==> config.mk <==
export PLATFORM = sky130hd
export DESIGN_NAME = frame_gen_flat
export DESIGN_NICKNAME = d
export VERILOG_FILES = /design/src/rtl/frame_gen_pkg.sv /design/src/rtl/frame_gen_if.sv /design/src/rtl/frame_gen_crc8.sv /design/src/rtl/frame_gen.sv /design/src/flat_wrapper.sv
export SDC_FILE = /design/constraint.sdc
export NUM_CORES = 1
export LEC_CHECK = 0
export CAP_MARGIN = 0
export CORE_ASPECT_RATIO = 2
export CORE_MARGIN = 1
export CORE_UTILIZATION = 50
export DETAILED_ROUTE_END_ITERATION = 8
export PLACE_DENSITY = 0.75
export RECOVER_POWER = 100
export SLEW_MARGIN = 0
export SYNTH_ARGS = -nofsm -noshare
export SYNTH_HDL_FRONTEND = slang
export SYNTH_HIERARCHICAL = 1
export SYNTH_SLANG_ARGS = --single-unit
==> constraint.sdc <==
create_clock -name sys_clk -period 1.7 [get_ports sys_clk]
set_input_delay 0.34 -clock sys_clk [delete_from_list [all_inputs] [get_ports sys_clk]]
set_output_delay 0.34 -clock sys_clk [all_outputs]
set_load 0.05 [all_outputs]
==> src/rtl/frame_gen_pkg.sv <==
// -----------------------------------------------------------------------------
// frame_pkg
// Shared types, constants and helpers for the frame_gen serialiser.
//   state_t        : FSM states (IDLE, SHIFT)
//   CRC8_POLY      : CRC-8 polynomial x^8+x^2+x+1
//   DEFAULT_HEADER : header byte giving 1010 on both I and Q after the IQ split
//   frame_bits()   : total serial bits per frame (header + payload + check)
//   crc8_step()    : one bit-serial CRC-8 update, MSB-first, no reflection
// -----------------------------------------------------------------------------
package frame_pkg;

    typedef enum logic {
        IDLE  = 1'b0,
        SHIFT = 1'b1
    } state_t;

    localparam logic [7:0] CRC8_POLY      = 8'h07;
    localparam logic [7:0] DEFAULT_HEADER = 8'hCC;

    function automatic int unsigned frame_bits(input int unsigned payload_bytes);
        return 32'd8 * (payload_bytes + 32'd2);
    endfunction

    function automatic logic [7:0] crc8_step(input logic [7:0] crc, input logic din);
        logic fb;
        fb = crc[7] ^ din;
        return {crc[6:0], 1'b0} ^ (fb ? CRC8_POLY : 8'h00);
    endfunction

endpackage

==> src/rtl/frame_gen_if.sv <==
// -----------------------------------------------------------------------------
// frame_gen_if
// Groups the frame request and serial output signals of frame_gen.
//   payload_i : parallel payload, most significant byte sent first
//   start_i   : frame request (only acted on while the generator is idle)
//   ser_o     : serial frame bit
//   bit_stb_o : pulse on the first clock of each bit period
//   busy_o    : frame in progress
//   done_o    : one-cycle pulse when a frame completes
// Modports: master drives the request side, slave is the generator.
// -----------------------------------------------------------------------------
interface frame_gen_if #(
    parameter int unsigned PAYLOAD_BYTES = 32'd3
);
    logic [8*PAYLOAD_BYTES-1:0] payload_i;
    logic                       start_i;
    logic                       ser_o;
    logic                       bit_stb_o;
    logic                       busy_o;
    logic                       done_o;

    modport master (
        output payload_i,
        output start_i,
        input  ser_o,
        input  bit_stb_o,
        input  busy_o,
        input  done_o
    );

    modport slave (
        input  payload_i,
        input  start_i,
        output ser_o,
        output bit_stb_o,
        output busy_o,
        output done_o
    );
endinterface

==> src/rtl/frame_gen_crc8.sv <==
// -----------------------------------------------------------------------------
// frame_crc8
// Bit-serial CRC-8 (poly 0x07, init 0x00, no reflection, no xor-out).
//   clk, rst : clock and asynchronous active-high reset
//   clr      : restart the CRC from 0x00
//   en       : fold din into the CRC on this edge
//   din      : serial data bit, MSB-first
//   crc      : current CRC register
// clr and en may be asserted together: the first bit of a new frame is then
// folded into a freshly cleared register on the same edge.
// -----------------------------------------------------------------------------
module frame_crc8
    import frame_pkg::*;
(
    input  logic       clk,
    input  logic       rst,
    input  logic       clr,
    input  logic       en,
    input  logic       din,
    output logic [7:0] crc
);
    logic [7:0] crc_r;
    logic [7:0] base_s;

    // Starting value for this edge: cleared register on a new frame
    always_comb begin
        base_s = crc_r;
        if (clr) begin
            base_s = 8'h00;
        end else begin
            base_s = crc_r;
        end
    end

    // CRC register update
    always_ff @(posedge clk or posedge rst) begin
        if (rst) begin
            crc_r <= 8'h00;
        end else if (en) begin
            crc_r <= crc8_step(base_s, din);
        end else begin
            crc_r <= base_s;
        end
    end

    assign crc = crc_r;
endmodule

==> src/rtl/frame_gen.sv <==
// -----------------------------------------------------------------------------
// frame_gen
// Frame builder and serialiser for the QPSK modulator bit input. On a start
// request while idle it latches the payload, builds {HEADER, payload, check}
// and shifts it out MSB-first, one bit every BIT_DIV clocks.
//   sys_clk   : system clock
//   sys_rst   : asynchronous reset, active-high
//   bus       : frame_gen_if.slave (payload_i, start_i, ser_o, bit_stb_o,
//               busy_o, done_o)
// Parameters: PAYLOAD_BYTES (1..16), HEADER, BIT_DIV (>=1).
// Build option FRAME_GEN_CRC8_EN: when defined the check byte is a CRC-8
// computed bit-serially over header and payload as they are sent; otherwise
// it is the 8-bit additive checksum of header and payload bytes.
// All outputs are registered; they are computed from the next-state values.
// -----------------------------------------------------------------------------
module frame_gen
    import frame_pkg::*;
#(
    parameter int unsigned PAYLOAD_BYTES = 32'd3,
    parameter logic [7:0]  HEADER        = DEFAULT_HEADER,
    parameter int unsigned BIT_DIV       = 32'd4
) (
    input  logic       sys_clk,
    input  logic       sys_rst,
    frame_gen_if.slave bus
);
    localparam int unsigned FRAME_BITS = frame_bits(PAYLOAD_BYTES);
`ifdef FRAME_GEN_CRC8_EN
    localparam int unsigned DATA_BITS  = FRAME_BITS - 32'd8;
    localparam int unsigned SHREG_BITS = DATA_BITS;
`else
    localparam int unsigned SHREG_BITS = FRAME_BITS;
`endif
    localparam int unsigned DIV_W    = (BIT_DIV > 32'd1) ? $clog2(BIT_DIV) : 32'd1;
    localparam int unsigned CNT_W    = $clog2(FRAME_BITS + 32'd1);
    localparam logic [DIV_W-1:0] DIV_LAST = DIV_W'(BIT_DIV - 32'd1);
    localparam logic [CNT_W-1:0] CNT_LAST = CNT_W'(FRAME_BITS - 32'd1);

    state_t                state_r, state_s;
    logic [DIV_W-1:0]      div_r, div_s;
    logic [CNT_W-1:0]      cnt_r, cnt_s;
    logic [SHREG_BITS-1:0] shreg_r, shreg_s, load_s;
    logic                  ser_r, stb_r, busy_r, done_r;
    logic                  ser_s, stb_s, busy_s, done_s;

`ifdef FRAME_GEN_CRC8_EN
    localparam logic [CNT_W-1:0] CNT_DATA = CNT_W'(DATA_BITS);

    logic [7:0] crc_s;
    logic       crc_en_s;
    logic       crc_clr_s;
    logic [2:0] ofs_s;

    // Only header and payload are loaded; the CRC supplies the last byte
    assign load_s = {HEADER, bus.payload_i};

    // The CRC advances on the edge that opens each data bit, so the register
    // is final by the time the first check bit is due, even with BIT_DIV=1.
    assign crc_clr_s = (state_r == IDLE) && bus.start_i;
    assign crc_en_s  = stb_s && (cnt_s < CNT_DATA);
    assign ofs_s     = 3'(cnt_s - CNT_DATA);

    frame_crc8 u_crc (
        .clk (sys_clk),
        .rst (sys_rst),
        .clr (crc_clr_s),
        .en  (crc_en_s),
        .din (shreg_s[SHREG_BITS-1]),
        .crc (crc_s)
    );
`else
    logic [7:0] chk_s;

    // Additive checksum of header and payload bytes, modulo 256
    always_comb begin
        chk_s = HEADER;
        for (int i = 0; i < int'(PAYLOAD_BYTES); i++) begin
            chk_s = chk_s + bus.payload_i[8*i +: 8];
        end
    end

    assign load_s = {HEADER, bus.payload_i, chk_s};
`endif

    // Next-state logic: divider, bit counter and shift register
    always_comb begin
        state_s = state_r;
        div_s   = div_r;
        cnt_s   = cnt_r;
        shreg_s = shreg_r;
        done_s  = 1'b0;
        case (state_r)
            IDLE: begin
                if (bus.start_i) begin
                    state_s = SHIFT;
                    div_s   = '0;
                    cnt_s   = '0;
                    shreg_s = load_s;
                end else begin
                    state_s = IDLE;
                end
            end
            SHIFT: begin
                if (div_r == DIV_LAST) begin
                    div_s   = '0;
                    shreg_s = {shreg_r[SHREG_BITS-2:0], 1'b0};
                    if (cnt_r == CNT_LAST) begin
                        state_s = IDLE;
                        cnt_s   = '0;
                        done_s  = 1'b1;
                    end else begin
                        cnt_s = cnt_r + 1'b1;
                    end
                end else begin
                    div_s = div_r + 1'b1;
                end
            end
            default: begin
                state_s = IDLE;
                div_s   = '0;
                cnt_s   = '0;
            end
        endcase
    end

    // Output values for the coming cycle, derived from the next state
    always_comb begin
        busy_s = (state_s == SHIFT);
        stb_s  = busy_s && (div_s == '0);
        ser_s  = 1'b0;
        if (!busy_s) begin
            ser_s = 1'b0;
`ifdef FRAME_GEN_CRC8_EN
        end else if (cnt_s >= CNT_DATA) begin
            ser_s = crc_s[3'd7 - ofs_s];
`endif
        end else begin
            ser_s = shreg_s[SHREG_BITS-1];
        end
    end

    // FSM state register
    always_ff @(posedge sys_clk or posedge sys_rst) begin
        if (sys_rst) begin
            state_r <= IDLE;
        end else begin
            state_r <= state_s;
        end
    end

    // Datapath and registered outputs
    always_ff @(posedge sys_clk or posedge sys_rst) begin
        if (sys_rst) begin
            div_r   <= '0;
            cnt_r   <= '0;
            shreg_r <= '0;
            ser_r   <= 1'b0;
            stb_r   <= 1'b0;
            busy_r  <= 1'b0;
            done_r  <= 1'b0;
        end else begin
            div_r   <= div_s;
            cnt_r   <= cnt_s;
            shreg_r <= shreg_s;
            ser_r   <= ser_s;
            stb_r   <= stb_s;
            busy_r  <= busy_s;
            done_r  <= done_s;
        end
    end

    assign bus.ser_o     = ser_r;
    assign bus.bit_stb_o = stb_r;
    assign bus.busy_o    = busy_r;
    assign bus.done_o    = done_r;
endmodule

==> src/flat_wrapper.sv <==
// flat-port wrapper written by rule: the top's interface ports become plain ports
module frame_gen_flat import frame_pkg::*;
#(
    parameter int unsigned PAYLOAD_BYTES = 32'd3,
    parameter logic [7:0]  HEADER        = DEFAULT_HEADER,
    parameter int unsigned BIT_DIV       = 32'd4
)
  (sys_clk, sys_rst, bus_payload_i, bus_start_i, bus_ser_o, bus_bit_stb_o, bus_busy_o, bus_done_o);
  frame_gen_if #(.PAYLOAD_BYTES(PAYLOAD_BYTES)) bus_i ();
  input  logic sys_clk;
  input  logic sys_rst;
  input wire logic [$bits(bus_i.payload_i)-1:0] bus_payload_i;
  input wire logic [$bits(bus_i.start_i)-1:0] bus_start_i;
  output wire logic [$bits(bus_i.ser_o)-1:0] bus_ser_o;
  output wire logic [$bits(bus_i.bit_stb_o)-1:0] bus_bit_stb_o;
  output wire logic [$bits(bus_i.busy_o)-1:0] bus_busy_o;
  output wire logic [$bits(bus_i.done_o)-1:0] bus_done_o;
  assign bus_i.payload_i = bus_payload_i;
  assign bus_i.start_i = bus_start_i;
  assign bus_ser_o = bus_i.ser_o;
  assign bus_bit_stb_o = bus_i.bit_stb_o;
  assign bus_busy_o = bus_i.busy_o;
  assign bus_done_o = bus_i.done_o;
  frame_gen #(.PAYLOAD_BYTES(PAYLOAD_BYTES), .HEADER(HEADER), .BIT_DIV(BIT_DIV)) u_core (.sys_clk(sys_clk), .sys_rst(sys_rst), .bus(bus_i));
endmodule
Yosys cells after proc, flatten, opt, wreduce, memory -nomap -nowiden
Cells that the tools add are included.
{"block": "word_totals", "latch_bits": 0, "elab_cells": 39, "romBits": 0, "input_bits": 27, "memories": 0, "register_bits": 52, "ramBits": 0, "out_inout_bits": 4}
{"block": "classes", "magnitude_cmp": 0, "addsub": 5, "shift": 0, "n_mux": 18, "reduce_logical": 3, "div": 0, "mul": 0, "n_eq_ne": 4, "bitwise_logic": 1}
{"operator": "two-way mux 40 bit", "n": 2}
{"operator": "case mux 40 bit (2 select lines)", "n": 1}
{"operator": "two-way mux 6 bit", "n": 3}
{"operator": "adder 8 bit", "n": 2}
{"operator": "case mux 6 bit (2 select lines)", "n": 1}
{"operator": "adder 8 bit (first input constant)", "n": 1}
{"operator": "two-way mux 1 bit", "n": 7}
{"operator": "adder 6 x 1 -> 6 bit (second input constant)", "n": 1}
{"operator": "== test 6 bit (second input constant)", "n": 1}
{"operator": "two-way mux 2 bit", "n": 2}
{"operator": "inequality test 2 bit (second input constant)", "n": 2}
{"operator": "case mux 2 bit (2 select lines)", "n": 1}
{"operator": "adder 2 x 1 -> 2 bit (second input constant)", "n": 1}
{"operator": "== test 2 bit (second input constant)", "n": 1}
{"operator": "zero test 2 bit", "n": 1}
{"operator": "case mux 1 bit (2 select lines)", "n": 1}
{"operator": "AND reduction 2 bit", "n": 1}
{"operator": "logical AND 1 bit", "n": 1}
{"operator": "NOT 1 bit", "n": 1}

Depth between registers and ports, before layout
Gate-level depths: netlist (run 1).
{"block": "depth", "ltp_word": 6, "mapped_depth": 11}

Worst setup path after synthesis (run 1)
Ideal clock, no wire load.
{"block": "synth_timing", "kind": "in2reg", "start": "input bus_payload_i[1]", "end": "register u_core.shreg_r[6]", "arrival_ns": 2.329, "setup_slack_ns": -0.721, "cell_stages": 11, "n_path_buf": 0, "setup_ns": 0.092, "path_cell_list": "fa_1 > inv_1 > fa_1 > inv_1 > ha_1 > inv_1 > fa_1 > nor2b_1 > o21a_1 > nor3_1 > o31ai_2"}
{"block": "synth_between", "elab_chain_len": 5}
{"item": "from (decl)", "line": "flat_wrapper.sv:12", "rtl": "input wire logic [$bits(bus_i.payload_i)-1:0] bus_payload_i;"}
{"item": "adder 8 bit (3 in a row)", "line": "frame_gen.sv:78", "rtl": "chk_s = chk_s + bus.payload_i[8*i +: 8];"}
{"item": "two-way mux 40 bit", "line": "frame_gen.sv:94", "rtl": "if (bus.start_i) begin"}
{"item": "case mux 40 bit (2 select lines)", "line": "frame_gen.sv:92", "rtl": "case (state_r)"}
{"item": "to (signal assigned)", "line": "frame_gen.sv:164", "rtl": "shreg_r <= shreg_s;"}
{"item": "to (decl)", "line": "frame_gen.sv:42", "rtl": "logic [SHREG_BITS-1:0] shreg_r, shreg_s, load_s;"}
No other way between the ends. The select of a mux whose other input is x is not followed.
A chain may end at the register's enable or synchronous reset.

Worst setup path in the final report (run 1)
{"block": "layout_timing", "start": "input bus_payload_i[17]", "end": "register u_core.shreg_r[6]"}
{"block": "layout_between", "elab_chain_len": 3}
{"item": "adder 8 bit", "line": "frame_gen.sv:78"}
{"item": "two-way mux 40 bit", "line": "frame_gen.sv:94"}
{"item": "case mux 40 bit (2 select lines)", "line": "frame_gen.sv:92"}
No other way between the ends. The select of a mux whose other input is x is not followed.

==> results of run 1 <==
==> cell usage after synthesis, types with 3 or more instances <==
cell type	number
xor2_1	3
nand2_1	37
buf_6	7
a31oi_1	3
fa_1	8
nand3_1	8
nand4_1	4
o22ai_1	17
nor2_1	39
o21ai_0	4
nor2b_1	3
ha_1	13
dfrtp_1	52
a21oi_1	4
buf_2	4
a22oi_1	10
inv_1	32
o21ai_1	5
a22o_1	5
==> repair_timing <==
item / in CTS / in global routing
resized for setup: 70 / 20
pin swaps: 25 / 11
setup buffers: 1 / 0
setup endpoints to repair: 7 / 6
endpoints found under the hold margin: 0 / 0
==> flip-flops by register name, indices dropped and copies added, names as in the netlist <==
signal,cells
u_core/shreg_r,40
u_core/bus.done_o,1
u_core/bus.ser_o,1
u_core/cnt_r,6
u_core/bus.busy_o,1
u_core/div_r,2
u_core/bus.bit_stb_o,1
==> metal layers <==
metal	track usage	wire, um	up-vias
met1	0.2780	2389	1079
met4	0.1232	262	0
li1	-	-	1062
met2	0.4501	3649	47
met3	0.04520	157	15
met5	0	0	-
==> power groups by stage <==
| stage | clock network [mW] | logic (mW) | registers (mW) |
|---|---|---|---|
| CTS | 0.944 | 1.62 | 2.05 |
| global placement | 0 | 1.50 | 2.05 |
| floorplan | 0 | 1.08 | 2.04 |
| detailed placement | 0 | 1.57 | 2.07 |
| global route | 0.981 | 1.76 | 2.10 |
| finish | 0.918 | 1.55 | 2.05 |
==> tightest hold or removal path: cells and delay by family <==
family                 cells  cell delay (ns)
buffers and inverters      1             0.09
AO/OA/AOI/OAI              1             0.07
AND/OR/NAND/NOR            1             0.06
==> final cells by class <==
class	count	share of cell area
multi-input combinational	189	0.4047
sequential	52	0.3705
timing repair buffer	58	0.1304
inverter	32	0.03848
clock buffer	6	0.02351
tap	60	0.02138
clock inverter	2	0.01104
==> stage by stage <==
stage          setup TNS [ns]  power [mW]  worst slack, ns  hold slack (ns)
2_1_floorplan          -2.498       3.118          -0.6417           0.4467
3_3_place_gp           -6.432       3.553           -1.204           0.4603
3_5_place_dp           -6.663       3.641           -1.244           0.4652
4_1_cts                -1.960       4.606          -0.5275           0.2688
5_1_grt                -3.206       4.846          -0.6294           0.2824
6_report               -1.886       4.520          -0.5536           0.2760
==> kinds of logic after synthesis <==
kind of cell	after synthesis	share of synthesized area
muxes	2	0.007593
buffers and inverters	45	0.08352
AOI/OAI and AO/OA	58	0.1443
DFF	52	0.4645
adders and majority gates	21	0.1152
and+or+nand+nor	103	0.1644
xor gates and xnor gates	5	0.02055
==> final timing paths <==
check | start | to | slack (ns) | cells after the start
setup / recovery | bus_payload_i[17] | u_core/shreg_r[6] | -0.55 | 12
hold / removal | bus_payload_i[9] | u_core/shreg_r[17] | 0.28 | 3
setup reg to reg | u_core/div_r[0] | u_core/shreg_r[5] | -0.04 | 6
hold reg to reg | u_core/cnt_r[5] | u_core/cnt_r[5] | 0.48 | 1
max in group asynchronous | sys_rst | u_core/shreg_r[6] | 0.53 | 3
min in group asynchronous | sys_rst | u_core/shreg_r[22] | 0.67 | 3
==> flow_metrics.env, run 1 <==
export IMPL_die_w_um=54.93
export IMPL_clock_skew_ns=0.01610
export IMPL_chipHeight_um=107.9
export IMPL_ys_warn_count=6
export IMPL_clockBufferDepth=2
export IMPL_power_density_mw_per_mm2=1287
export IMPL_postRouteAntennaNets=0
export IMPL_ctsHoldBuffers=0
export IMPL_worst_setup_path_start_kind="primary input"
export IMPL_cpMostUsedCell="inv_2"
export IMPL_clock_latency_ns=0.32
export IMPL_ios=31
export IMPL_layout_setup_ws_ns=-0.5536
export IMPL_period_share=1.326
export IMPL_cts_tree="built"
export IMPL_utilization=0.6480
export IMPL_cp_cell_sequence="buf_8 -> fa_2 -> inv_2 -> fa_1 -> inv_2 -> ha_4 -> inv_2 -> fa_2 -> nor2b_2 -> o21a_1 -> o21a_1 -> o31ai_2"
export IMPL_synth_edf_count=0
export IMPL_multiInputGateArea_mm2=0.001421
export IMPL_p_int_mw=2.929
export IMPL_clock_sinks=52
export IMPL_port_buffers=30
export IMPL_switching_power_mw=1.591
export IMPL_ys_seq_elements=52
export IMPL_area_delta_synth_final_pct=25.37
export IMPL_failed_checks="setup timing"
export IMPL_ys_seq_area_frac=0.4645
export IMPL_hp_class="in -> reg"
export IMPL_ir_drop_mv=1.098
export IMPL_endpoint_kind="flip-flop"
export IMPL_clkPwrFrac=0.203
export IMPL_fmax_mhz=443.7
export IMPL_routedWlPerCell_um=16.19
export IMPL_slew_headroom=0.5191
export IMPL_p_leak_nw=1.641
export IMPL_rsz0062_at_grt="yes"
export IMPL_critPathMaxStageDelay_ns=0.41
export IMPL_numCtsBuffers=5
export IMPL_gp_congestion=0.8083
export IMPL_antenna_found_initial=0
export IMPL_hold_violations=0
export IMPL_grt_pass1_vias=2264
export IMPL_syn_nets=334
export IMPL_synth_async_reset_ratio=1.000
export IMPL_nNetsFinal=386
export IMPL_finalSetupViolCount=6
export IMPL_ys_types=41
export IMPL_start_util=0.5169
export IMPL_final_common_cell="dfrtp_1"
export IMPL_h_tree_depth=2
export IMPL_overflow=0
export IMPL_cp_slowest_cell="fa_1"
export IMPL_vias=2203
export IMPL_netSwitchingFraction=0.3520
export IMPL_clk_pin_slew_ns=0.09
export IMPL_n_fill_cell=466
export IMPL_crit_family="adder cells"
export IMPL_layout_drive_gt1_share=0.2832
export IMPL_crit_arrival_ns=2.45
export IMPL_post_route_cell_area_mm2=0.003512
export IMPL_netlist_instances=286
export IMPL_worstPathRequired_ns=1.90
export IMPL_synthTopCellsByArea="dfrtp_1 46%, ha_1 5.8%, fa_1 5.7%"
export IMPL_routed_via_density=5.521
export IMPL_sequentialPowerShare=0.454
export IMPL_grt_use_total=0.2567
export IMPL_worst_pin_slew_ns=0.7213
export IMPL_n_antenna_cell=0
export IMPL_grt_max_degree=53
export IMPL_drc_errors=0
export IMPL_crit_buf_inv=4
export IMPL_cts_root_buf="clkbuf_8"
export IMPL_place_area_mm2=0.003418
export IMPL_core_area_mm2=0.005420
export IMPL_yosys_area_top_type="dfrtp_1"
export IMPL_dpl_hpwl_um=4729
export IMPL_drv_cap=0
export IMPL_syn_avg_cell_area_um2=9.795
export IMPL_crit_type="in -> reg"
export IMPL_seqCellArea_mm2=0.001301
export IMPL_finalCriticalPeriod_ns=2.254
export IMPL_drtIter0Drc=82
export IMPL_pwr_share_comb=0.343
export IMPL_dieArea_mm2=0.005924
export IMPL_num_rows=38
export IMPL_grt_pass1_wl_um=10670
export IMPL_synth_top_area_frac=0.4645
export IMPL_dpl_cell_count=391
export IMPL_stdcell_count=399
export IMPL_drv_slew=0
export IMPL_syn_area_mm2=0.002801
export IMPL_synth_main_ff_cell="dfrtp_1"
export IMPL_status="finished with violations"
export IMPL_routed_wirelength_um=6458
export IMPL_drt_first_pass_iters=4
export IMPL_crit_path_max_fanout=2
export IMPL_layout_common_cells="52 x dfrtp_1, 39 x nor2_1, 38 x nand2_1"
Power figures use the tool's default switching activity.
==> run 2, diff against run 1 <==
--- a/config.mk
+++ b/config.mk
@@ -6,11 +6,13 @@
 export NUM_CORES = 1
 export LEC_CHECK = 0
 export CAP_MARGIN = 0
+export CELL_PAD_IN_SITES_DETAIL_PLACEMENT = 1
+export CELL_PAD_IN_SITES_GLOBAL_PLACEMENT = 2
 export CORE_ASPECT_RATIO = 2
 export CORE_MARGIN = 1
-export CORE_UTILIZATION = 50
+export CORE_UTILIZATION = 32
 export DETAILED_ROUTE_END_ITERATION = 8
-export PLACE_DENSITY = 0.75
+export PLACE_DENSITY_LB_ADDON = 0.1
 export RECOVER_POWER = 100
 export SLEW_MARGIN = 0
 export SYNTH_ARGS = -nofsm -noshare
==> run 2 against run 1 <==
Compared with the run above:
- clock power is 14% higher
- sequential cell count unchanged
- utilization decreased by 21 points
- the flow still finishes with violations (setup timing)
- total power rose by 5.9%
- largest cell class unchanged
- critical path depth is the same
==> flow_metrics.env, run 2 (synthesized netlist as in run 1, its figures left out) <==
export IMPL_cpMostUsedCell="inv_2"
export IMPL_cp_depth=12
export IMPL_failed_checks="setup timing"
export IMPL_r2r_start="u_core/div_r[0]"
export IMPL_worst_pin_slew_ns=0.7679
export IMPL_nNetsFinal=401
export IMPL_rrSetupSlack_ns=-0.15
export IMPL_cts_root_buf="clkbuf_16"
export IMPL_grt_pass1_wl_um=12190
export IMPL_die_w_um=68.16
export IMPL_hp_start="bus_payload_i[20]"
export IMPL_vias=2269
export IMPL_routedWlPerCell_um=17.01
export IMPL_stdcell_count=454
export IMPL_dpl_hpwl_um=5761
export IMPL_grt_pass1_vias=2396
export IMPL_clockBufferDepth=2
export IMPL_max_flop_register="u_core/shreg_r"
export IMPL_overflow=0
export IMPL_slew_headroom=0.4881
export IMPL_core_area_mm2=0.008588
export IMPL_chipHeight_um=134.3
export IMPL_routed_via_density=4.998
export IMPL_clkPwrFrac=0.220
export IMPL_power_mw=4.788
export IMPL_rsz0062_at_grt="yes"
export IMPL_netSwitchingFraction=0.3483
export IMPL_r2r_cells=7
export IMPL_p_leak_nw=1.742
export IMPL_dpl_cell_count=445
export IMPL_fmax_mhz=443.1
export IMPL_area_delta_synth_final_pct=33.32
export IMPL_switching_power_mw=1.668
export IMPL_layout_setup_ws_ns=-0.5568
export IMPL_finalCriticalPeriod_ns=2.257
export IMPL_postRouteAntennaNets=0
export IMPL_endpoint_kind="flip-flop"
export IMPL_start_util=0.3262
export IMPL_h_tree_depth=2
export IMPL_num_rows=48
export IMPL_r2r_end="u_core/shreg_r[9]"
export IMPL_critical_path_endpoint="u_core/shreg_r[6]"
export IMPL_pwr_share_comb=0.353
export IMPL_layout_drive_gt1_share=0.2938
export IMPL_port_buffers=30
export IMPL_period_share=1.328
export IMPL_reg_largest_list="u_core/shreg_r x40, u_core/cnt_r x6, u_core/div_r x2"
export IMPL_crit_arrival_ns=2.44
export IMPL_n_antenna_cell=0
export IMPL_utilization=0.4349
export IMPL_finalSetupViolCount=7
export IMPL_critPathMaxStageDelay_ns=0.42
export IMPL_worstPathRequired_ns=1.88
export IMPL_dp_slack_ns=-1.269
export IMPL_p_int_mw=3.121
export IMPL_sequentialPowerShare=0.426
export IMPL_drv_slew=0
export IMPL_n_fill_cell=1008
export IMPL_startpoint="bus_payload_i[1]"
export IMPL_layout_common_cells="52 x dfrtp_1, 39 x nor2_1, 38 x nand2_1"
export IMPL_antenna_found_initial=0
export IMPL_clock_skew_ns=0.006328
export IMPL_cp_cell_sequence="buf_6 -> fa_2 -> inv_2 -> fa_1 -> inv_2 -> ha_4 -> inv_2 -> fa_2 -> nor2b_4 -> o21a_1 -> o21a_1 -> o31ai_2"
export IMPL_gp_congestion=0.7821
export IMPL_drt_first_pass_iters=4
export IMPL_clock_latency_ns=0.29
export IMPL_power_density_mw_per_mm2=1282
export IMPL_routed_wirelength_um=7722
export IMPL_drc_errors=0
export IMPL_largest_register_ffs=40
export IMPL_status="finished with violations"
export IMPL_cts_tree="built"
export IMPL_crit_family="adder cells"
export IMPL_grt_use_total=0.1847
export IMPL_dieArea_mm2=0.009155
export IMPL_crit_type="in -> reg"
export IMPL_hp_class="in -> reg"
export IMPL_crit_buf_inv=4
export IMPL_worst_setup_path_start_kind="primary input"
export IMPL_grt_max_degree=53
export IMPL_clk_pin_slew_ns=0.07
export IMPL_ios=31
export IMPL_drv_cap=0
export IMPL_hold_violations=0
export IMPL_ir_drop_mv=0.6141
export IMPL_numCtsBuffers=5
export IMPL_crit_path_max_fanout=2
export IMPL_clock_sinks=52
export IMPL_final_common_cell="dfrtp_1"
export IMPL_cp_slowest_cell="fa_1"
export IMPL_ctsHoldBuffers=0
export IMPL_drtIter0Drc=81
run 2: cell count changes in the layout (fill, tap and decap cells not counted), moves of 3 or more:
cell and delta:
buf_12 +3, buf_2 +3, buf_4 +9, clkbuf_16 +5, clkbuf_2 -4, clkbuf_8 -5
run 2: worst register-to-register path, cell delays in order (launching register included):
cell      delay (ns)
dfrtp_1         0.38
ha_1            0.17
clkbuf_1        0.25
nand2_1         0.26
buf_12          0.23
o22ai_1         0.25
buf_4           0.17
nor2_1          0.04
run 2: routing by layer:
metal,up-vias,global-route usage,share of wire
met5,-,0,0
met4,0,0.07523,0.023
met3,8,0.02466,0.019
met2,26,0.3393,0.58
met1,1138,0.2001,0.38
li1,1097,-,-
run 2: worst min-delay path by stage:
stage	endpoint	slack, ns	cells after the start
after floorplan	u_core/shreg_r[22]	0.45	2
after global placement	u_core/shreg_r[18]	0.46	2
after detailed placement	u_core/shreg_r[15]	0.47	2
after CTS	u_core/shreg_r[25]	0.35	3
after global routing	u_core/shreg_r[28]	0.35	3
final	u_core/shreg_r[28]	0.33	3
run 2: cell type report:
type	instances	area (um2)	area share
Inverter	32	135.1	0.03618
Timing Repair Buffer	72	601.8	0.1611
Tap cell	100	125.1	0.03350
Clock buffer	6	138.9	0.03719
Multi-Input combinational cell	190	1418	0.3796
Clock inverter	2	15.01	0.004020
Sequential cell	52	1301	0.3484
run 2: through the flow:
step	cell area, um2	hold WS [ns]	TNS [ns]
detailed placement	3598	0.4721	-8.140
floorplan	2907	0.4467	-2.498
global placement	3598	0.4636	-8.067
finish	3735	0.3331	-2.196
CTS	3771	0.3524	-2.139
global route	3735	0.3496	-4.628
run 2: power by group through the flow:
stage | registers, mW | clock network, mW | logic, mW
6_report | 2.04 | 1.05 | 1.69
2_1_floorplan | 2.04 | 0 | 1.08
3_5_place_dp | 2.07 | 0 | 1.70
3_3_place_gp | 2.06 | 0 | 1.66
5_1_grt | 2.09 | 1.14 | 1.90
4_1_cts | 2.05 | 1.10 | 1.74
run 2: repair_timing:
action | in CTS | in global routing
gates cloned | 0 | 1
hold endpoints to repair | 0 | 0
pin swaps | 20 | 14
resized for setup | 77 | 12
setup endpoints to repair | 7 | 18
setup buffers | 1 | 0
==> edit, RTL diff (config.mk and constraints of run 2) <==
The option `FRAME_GEN_CRC8_EN` is turned on by a define.
--- a/src/rtl/frame_gen.sv
+++ b/src/rtl/frame_gen.sv
@@ -15,2 +15,4 @@
 // -----------------------------------------------------------------------------
+`define FRAME_GEN_CRC8_EN
+
 module frame_gen
Behaviour: no difference found for any inputs over 10 cycles, from zero or initial values and one cycle with sys_rst high; that may be too few to reach the edited logic, so the function may still have changed.
==> edit against run 2 <==
- the flow still finishes with violations (negative setup slack)
- setup slack improved by 250 ps
- power rose by 22%
- critical path depth fell by 4
- combinational power rose by 50%
- sequential cell count did not move
- final area fell by 0.27%
- global-route usage rose by 0.41 points
- first-iteration DRC count fell by 33%
- wire length fell by 6.6%
- cell count fell by 7.3%
- synthesized area fell by 6.1%
- synthesized cell count fell by 12%
- critical endpoint is now u_core/bus.ser_o
- highest routed layer unchanged
==> edit: results <==
outcome:
  status: "complete, but fails checks"
  violations: "negative setup slack"
placed_design:
  dp_hpwl_um: 5260
  dpl-instance-area_um2: 3378
  gp_congestion: 0.7781
power_and_ir_drop:
  ir_drop_mv: 0.8249
  p_leak_nw: 1.529
sta:
  worstMarginPinSlew_ps: 718.6
  fin_tns_setup_ps: -2393
  finalSetupViolations: 9
  clock_skew_ps: 3.313
  setup_slack_ps: -308.2
final_layout:
  nNetsFinal: 353
  drive_above_1_share_pct: 28.00
  largest_register_ffs: 32
yosys:
  synth-compound-area-share_pct: 19.64
  synth_cell_types: 39
  synthMuxAreaShare_pct: 11.94
  synth_area_leaders: "dfrtp_1, mux2i_1, a211oi_1, nor2b_1, a21oi_1"
  synthCells: 251
  synth_common_cells: "dfrtp_1, mux2i_1, a21oi_1"
  synth-xor-area-share_pct: 1.664
  synth_fp_nets: 280
detailed_routing:
  vias: 2197
  via_per_inst: 5.219
  wl_um: 7215
  first_pass_iters: 2
hold_path:
  hold_class: "in -> async"
setup_path:
  critPathMaxStageDelay_ps: 480
  cp_slowest_cell: "mux4_2"
  critPathMaxFanout: 5
  cp_top_family: "multiplexers"
  worst-r2r-cell-count: 8
  r2r-end: "u_core/bus.ser_o"
global_routing:
  grt_pass1_vias: 2503
  groute.usage.overall_pct: 18.88
  grt_max_degree: 23
[edit: power breakdown]
part           switching, mW  total (mW)  internal [mW]
combinational           1.13        2.54           1.40
clock                  0.453        1.04          0.588
sequential             0.459        2.29           1.83
total                   2.04        5.86           3.82
[edit: cell families (layout without fill, tap and decap cells)]
logic type      after synthesis  count (layout)
simple gates                 65              65
xor+xnor                      5               5
buf+inv                      22              96
fa+ha+maj                     2               2
compound gates               75              75
mux                          30              30
flops                        52              52
[edit: area by class of cell]
class                      count  area (um2)
clock buffer                   7       142.6
clock inverter                 1       7.507
fill                         896        4218
inverter                       6       22.52
multi-input combinational    177        1376
sequential                    52        1304
tap                           96       120.1
timing repair buffer          82       752.0
[edit: stage by stage]
stage	total power [mW]	hold WS (ps)	setup slack, ps	util, %
detailed placement	4.632	492.8	-553.4	42.53
global placement	4.555	471.8	-531.7	42.53
floorplan	3.719	155.7	-336.4	-
CTS	5.916	354.8	-318.3	46.47
finish	5.864	462.2	-308.2	46.90
global route	6.303	504.4	-394.6	46.90
[edit: metal layers]
layer / part of all wire, % / track usage [%] / vias up
met4: 1.9 / 6.758 / 0
met3: 1.8 / 2.448 / 9
met2: 60 / 36.73 / 19
met5: 0 / 0 / -
li1: - / - / 1061
met1: 36 / 19.85 / 1108
[edit: repair_timing]
item	CTS	global route
pin swaps	16	7
gates cloned	0	0
endpoints found under the setup margin	19	19
endpoints found under the hold margin	0	0
setup buffers	8	4
gates resized for setup	22	7
[edit: worst max-delay path by stage]
stage | from | to | slack (ps) | depth (start not counted)
3_5_place_dp | bus_start_i | u_core/u_crc/crc[1] | -550 | 9
2_1_floorplan | u_core/bus.busy_o | u_core/bus.ser_o | -340 | 8
6_report | u_core/div_r[0] | u_core/bus.ser_o | -310 | 8
3_3_place_gp | bus_start_i | u_core/u_crc/crc[0] | -530 | 11
4_1_cts | u_core/div_r[0] | u_core/bus.ser_o | -320 | 8
5_1_grt | u_core/div_r[0] | u_core/bus.ser_o | -390 | 8
